File: src/rtl/int_mult_pool_arbiter.sv
// -----------------------------------------------------------------------------
// int_mult_pool_arbiter
//
// Owner-side arbiter for the shared 4x 54x54 integer multiplier pool. It
// decides whether the FFT or the NTT unit drives the pool operands, tracks
// every product in flight so its result valid goes back to the issuing unit,
// and drains the pool pipeline before ownership changes so results from two
// owners never interleave.
//
// Parameters
//   MULT_LATENCY  pool latency, operand issue -> result (legal 1..15)
//   HOLD_MAX      max owner cycles while the other unit waits (starve guard)
//
// Ports
//   clk            clock, all state on rising edge
//   rst_n          asynchronous active-low reset
//   req_fft        FFT pool request (level, held for the burst)
//   req_ntt        NTT pool request (level, held for the burst)
//   issue_fft      FFT presents valid operands this cycle
//   issue_ntt      NTT presents valid operands this cycle
//   gnt_fft        FFT owns the pool (registered)
//   gnt_ntt        NTT owns the pool (registered)
//   grant_to_fft   pool operand-mux select, 1 = FFT operands
//   res_valid_fft  pool result valid for FFT this cycle
//   res_valid_ntt  pool result valid for NTT this cycle
//   busy           arbiter not idle, or any product in flight
//   err_issue      sticky: an issue was seen without the matching grant
//
// Configuration macro
//   INTMULT_ARB_STARVE_GUARD_EN  when defined, an owner is preempted after
//   HOLD_MAX cycles of ownership while the other unit is requesting.
// -----------------------------------------------------------------------------
module int_mult_pool_arbiter #(
  parameter int MULT_LATENCY = 6,
  parameter int HOLD_MAX     = 64
) (
  input  logic clk,
  input  logic rst_n,
  input  logic req_fft,
  input  logic req_ntt,
  input  logic issue_fft,
  input  logic issue_ntt,
  output logic gnt_fft,
  output logic gnt_ntt,
  output logic grant_to_fft,
  output logic res_valid_fft,
  output logic res_valid_ntt,
  output logic busy,
  output logic err_issue
);

  if (MULT_LATENCY < 1 || MULT_LATENCY > 15 || HOLD_MAX < 1) begin : g_bad_param
    $error("int_mult_pool_arbiter: MULT_LATENCY must be 1..15 and HOLD_MAX >= 1");
  end

  typedef enum logic [1:0] {IDLE, OWN_FFT, OWN_NTT, DRAIN} state_t;

  // The last pipeline stage is the result being delivered this cycle; only
  // the stages before it still hold products the drain has to wait for.
  localparam logic [MULT_LATENCY-1:0] LAST_STAGE = MULT_LATENCY'(1) << (MULT_LATENCY - 1);

  state_t state;
  logic   last_owner_fft;

  // In-flight tracker: one shift register per owner, so the final stage is
  // already the per-unit result valid and needs no decode after the flop.
  logic [MULT_LATENCY-1:0] pipe_fft;
  logic [MULT_LATENCY-1:0] pipe_ntt;

  logic issue_ok;
  logic issue_bad;
  logic pending;
  logic hold_expired;

  assign issue_ok  = (gnt_fft & issue_fft) | (gnt_ntt & issue_ntt);
  assign issue_bad = (issue_fft & ~gnt_fft) | (issue_ntt & ~gnt_ntt);
  assign pending   = |((pipe_fft | pipe_ntt) & ~LAST_STAGE);

  assign res_valid_fft = pipe_fft[MULT_LATENCY-1];
  assign res_valid_ntt = pipe_ntt[MULT_LATENCY-1];
  assign busy          = (state != IDLE) | (|pipe_fft) | (|pipe_ntt);

`ifdef INTMULT_ARB_STARVE_GUARD_EN
  localparam int HOLD_W = (HOLD_MAX < 2) ? 1 : $clog2(HOLD_MAX);

  logic [HOLD_W-1:0] hold_cnt;
  logic              owning;
  logic              other_req;
  logic              own_exit;

  assign owning       = (state == OWN_FFT) | (state == OWN_NTT);
  assign other_req    = (state == OWN_FFT) ? req_ntt : req_fft;
  assign hold_expired = owning & other_req & (hold_cnt == HOLD_W'(HOLD_MAX - 1));
  assign own_exit     = ((state == OWN_FFT) & ~req_fft) |
                        ((state == OWN_NTT) & ~req_ntt) | hold_expired;

  // Counts owner cycles spent while the other unit waits; restarts whenever
  // the owner state is left so each new grant gets a full window.
  always_ff @(posedge clk or negedge rst_n) begin
    if (!rst_n) begin
      hold_cnt <= '0;
    end else if (owning && !own_exit) begin
      if (other_req) hold_cnt <= hold_cnt + HOLD_W'(1);
    end else begin
      hold_cnt <= '0;
    end
  end
`else
  assign hold_expired = 1'b0;
`endif

  // NOTE: every register here uses non-blocking assignment so all state
  // updates see the values from before the clock edge, regardless of order.
  always_ff @(posedge clk or negedge rst_n) begin
    if (!rst_n) begin
      state          <= IDLE;
      gnt_fft        <= 1'b0;
      gnt_ntt        <= 1'b0;
      grant_to_fft   <= 1'b0;
      last_owner_fft <= 1'b0;
    end else begin
      case (state)
        IDLE: begin
          // Round robin on contention: the unit that did not own last wins.
          if (req_fft && (!req_ntt || !last_owner_fft)) begin
            state          <= OWN_FFT;
            gnt_fft        <= 1'b1;
            grant_to_fft   <= 1'b1;
            last_owner_fft <= 1'b1;
          end else if (req_ntt) begin
            state          <= OWN_NTT;
            gnt_ntt        <= 1'b1;
            grant_to_fft   <= 1'b0;
            last_owner_fft <= 1'b0;
          end
        end
        OWN_FFT: begin
          if (!req_fft || hold_expired) begin
            state   <= DRAIN;
            gnt_fft <= 1'b0;
          end
        end
        OWN_NTT: begin
          if (!req_ntt || hold_expired) begin
            state   <= DRAIN;
            gnt_ntt <= 1'b0;
          end
        end
        DRAIN: begin
          // grant_to_fft is left alone so late results keep their owner.
          if (!pending) state <= IDLE;
        end
        default: state <= IDLE;
      endcase
    end
  end

  // NOTE: the tracker is reset (not just its output) so products in flight
  // at reset are discarded and can never raise a result valid afterwards.
  always_ff @(posedge clk or negedge rst_n) begin
    if (!rst_n) begin
      pipe_fft  <= '0;
      pipe_ntt  <= '0;
      err_issue <= 1'b0;
    end else begin
      pipe_fft <= (pipe_fft << 1) | MULT_LATENCY'(issue_ok & grant_to_fft);
      pipe_ntt <= (pipe_ntt << 1) | MULT_LATENCY'(issue_ok & ~grant_to_fft);
      if (issue_bad) err_issue <= 1'b1;
    end
  end

endmodule

File: config.mk
export PLATFORM = sky130hd
export DESIGN_NAME = int_mult_pool_arbiter
export DESIGN_NICKNAME = d
export VERILOG_FILES = /design/src/rtl/int_mult_pool_arbiter.sv
export SDC_FILE = /design/constraint.sdc
export NUM_CORES = 1
export LEC_CHECK = 0
export CAP_MARGIN = 25
export CORE_UTILIZATION = 30
export CTS_BUF_LIST = sky130_fd_sc_hd__clkbuf_4 sky130_fd_sc_hd__clkbuf_8
export CTS_CLUSTER_SIZE = 24
export DETAILED_ROUTE_END_ITERATION = 10
export GPL_ROUTABILITY_DRIVEN = 0
export GPL_TIMING_DRIVEN = 0
export PLACE_DENSITY = 0.62
export SYNTH_ARGS = -nofsm -noshare
export SYNTH_HDL_FRONTEND = slang
export SYNTH_SLANG_ARGS = --single-unit
File: constraint.sdc
create_clock -name clk -period 1.71 [get_ports clk]
set_input_delay 0.342 -clock clk [delete_from_list [all_inputs] [get_ports clk]]
set_output_delay 0.342 -clock clk [all_outputs]
set_load 0.1 [all_outputs]
==> impl_metrics.csv <==
group,metric,value,unit
cts,cts_sinks,18,
yosys,synth_cells,60,
timing,fin_crit_sh,128,%
drt,dr.pass1.iters,4,
drt,wl,1200,µm
global_route,grt.total_usage,12.0,%
drt,detail-route-antenna-nets,0,
floorplan,initial_core_util,32.1,%
cells_and_area,final_cell_mix,"dfrtp_1, inv_1, o21ai_0, clkdlybuf4s50_1, clkdlybuf4s15_2",
min_path,hp-class,"reg -> reg",
timing,period_minus_slack,2.18,ns
floorplan,std_cell_rows,17,
placed_design,pre_cts_ws,-0.932,ns
floorplan,core-area,0.00225,mm²
yosys,ys_warn_count,0,
timing,worst_pin_slew,0.790,ns
setup_path,crit_path_max_fanout,10,
power_and_ir_drop,power_density,2060,mW/mm²
cells_and_area,final_cells,106,
global_route,grt_start_max_net_pins,19,
yosys,synthFlopType,"dfrtp_1",
drt,drt_iter0_markers,4,
timing,max-slew-margin-rel,47.2,%
setup_path,end_kind,"primary output",
floorplan,die-area,0.00262,mm²
drt,wire_per_inst,11.3,µm
cells_and_area,area.growth.synth_to_final,34.7,%
global_route,grt_overflow,0,
drt,route.detailed.drc,0,
drt,vias,507,
yosys,synth_edf_count,0,
cells_and_area,diodes,0,
setup_path,start_kind,"flip-flop",
setup_path,crit_type,"reg -> out",
yosys,avgSynthCellArea,12.1,µm²
cells_and_area,n_fill_cell,233,
placed_design,dp_cells,100,
power_and_ir_drop,ir_worst_vdd,1.30,mV
timing,finalMaxSlewViolations,0,
timing,grt_setup_unrepaired,"true",
yosys,ys_ff_latch,18,
outcome,status,"finished, violations left",
floorplan,io_pins,13,
cells_and_area,drive_above_1_share,30.8,%
setup_path,cp.arrival,1.84,ns
global_route,grt_pass1_vias,531,
yosys,synth.area.top_cells,"dfrtp_1, ha_1, o21ai_0, inv_1, nor4_2",
yosys,async_reset_ff_share,100,%
cts,cts.path.max_buffers,2,
timing,max_freq,0.458,GHz
global_route,antenna_found_initial,0,
yosys,yosys.area.top_type,"dfrtp_1",
cts,cts_tree,"done",
cts,cts-root-buf,"clkbuf_4",
timing,fin_skew,0.000302,ns
yosys,synth_top_area_share,62.2,%
cts,cts-buffers-inserted,3,
cells_and_area,final_common_cell,"dfrtp_1",
yosys,yosysSeqAreaShare,62.2,%
cts,clk_latency,0.28,ns
yosys,synth_area,724,µm²
global_route,grt_pass1_wl,2260,µm
cts,clk_pin_slew,0.10,ns
power_and_ir_drop,leakagePower,0.441,nW
timing,timing.final.hold_violations,0,
placed_design,port_buffers,12,
timing,setup_ws,-0.473,ns
drt,via_per_inst,4.78,
cells_and_area,final_nets,89,
placed_design,place_hpwl,903,µm
timing,setup_violations,2,
outcome,violations,"setup timing",
yosys,syn_nets,70,
job,drv_cap,0,
floorplan,die_w,51.1,µm
floorplan,die_h,51.1,µm
cts,h-tree-depth,1,
yosys,ys_types,19,
setup_path,worstPathRequired,1.37,ns
power by group:
group,switching (W),internal (W)
logic,0.000633,0.000361
clock network,0.000121,0.000129
registers,0.000149,0.000618
final timing paths:
check,from,end,slack [ns],cells after the start
worst max-delay path,state[0],busy,-0.47,5
worst min-delay path,pipe_fft[4],pipe_fft[5],0.39,0
worst max register to register,pipe_ntt[1],state[0],-0.01,5
worst min register to register,pipe_fft[4],pipe_fft[5],0.39,0
max in group asynchronous,rst_n,pipe_fft[5],0.66,1
min in group asynchronous,rst_n,state[0],0.51,1
layer usage:
layer  track usage (%)  up-vias  wire length (µm)  share of wire (%)
li1                  -      244                 -                  -
met1              14.6      246               593                 49
met2              18.6       15               537                 45
met3              5.65        2                55                4.6
met4              4.17        0                12                1.0
met5                 0        -                 0                  0
cell usage after synthesis, types with 2 or more instances:
library cell  instances
a21oi_1               2
a31oi_1               3
dfrtp_1              18
ha_1                  4
inv_1                 9
nand3_1               2
nor2_1                3
nor4_2                2
o21ai_0               7
worst max-delay path, stage by stage (launching register included):
cell      delay [ns]
dfrtp_1         0.43
inv_1           0.10
ha_2            0.21
clkbuf_8        0.16
or4b_4          0.47
buf_8           0.19
timing repair:
item                       CTS  global route
pin swaps                    1             3
setup buffers                1             2
hold buffers                 0             0
setup endpoints to repair    7             5
resized for setup           26             4
kinds of logic after synthesis:
| kind of cell | count (synthesis) | share of synthesized area, % |
|---|---|---|
| compound gates | 15 | 12.8 |
| flops | 18 | 62.2 |
| mux | 2 | 2.94 |
| fa+ha+maj | 4 | 6.91 |
| simple gates | 11 | 10.0 |
| buf+inv | 10 | 5.18 |
cell type report:
class                           count  area (µm²)  share of cell area [%]
Multi-Input combinational cell     32         258                    26.4
Inverter                            9        33.8                    3.46
Clock buffer                        4        36.3                    3.72
Tap cell                           28        35.0                    3.59
Buffer                              1        13.8                    1.41
Timing Repair Buffer               14         145                    14.9
Sequential cell                    18         454                    46.5
through the flow:
| step | hold slack (ns) | total power [W] | util (%) | setup TNS, ns | area (µm²) |
|---|---|---|---|---|---|
| after floorplan | 0.0464 | 0.00147 | - | -0.0570 | 744 |
| after global placement | 0.361 | 0.00167 | 39.9 | -1.80 | 900 |
| after detailed placement | 0.370 | 0.00170 | 39.9 | -1.81 | 900 |
| after CTS | 0.392 | 0.00195 | 42.4 | -0.568 | 956 |
| after global routing | 0.399 | 0.00216 | 43.3 | -0.771 | 976 |
| final | 0.389 | 0.00201 | 43.3 | -0.485 | 976 |
registers in the layout, summed over array words and instances, names as in the netlist:
| signal | cells |
|---|---|
| err_issue | 1 |
| state | 2 |
| gnt_ntt | 1 |
| last_owner_fft | 1 |
| pipe_fft | 6 |
| gnt_fft | 1 |
| pipe_ntt | 6 |
Power figures use the tool's default switching activity.
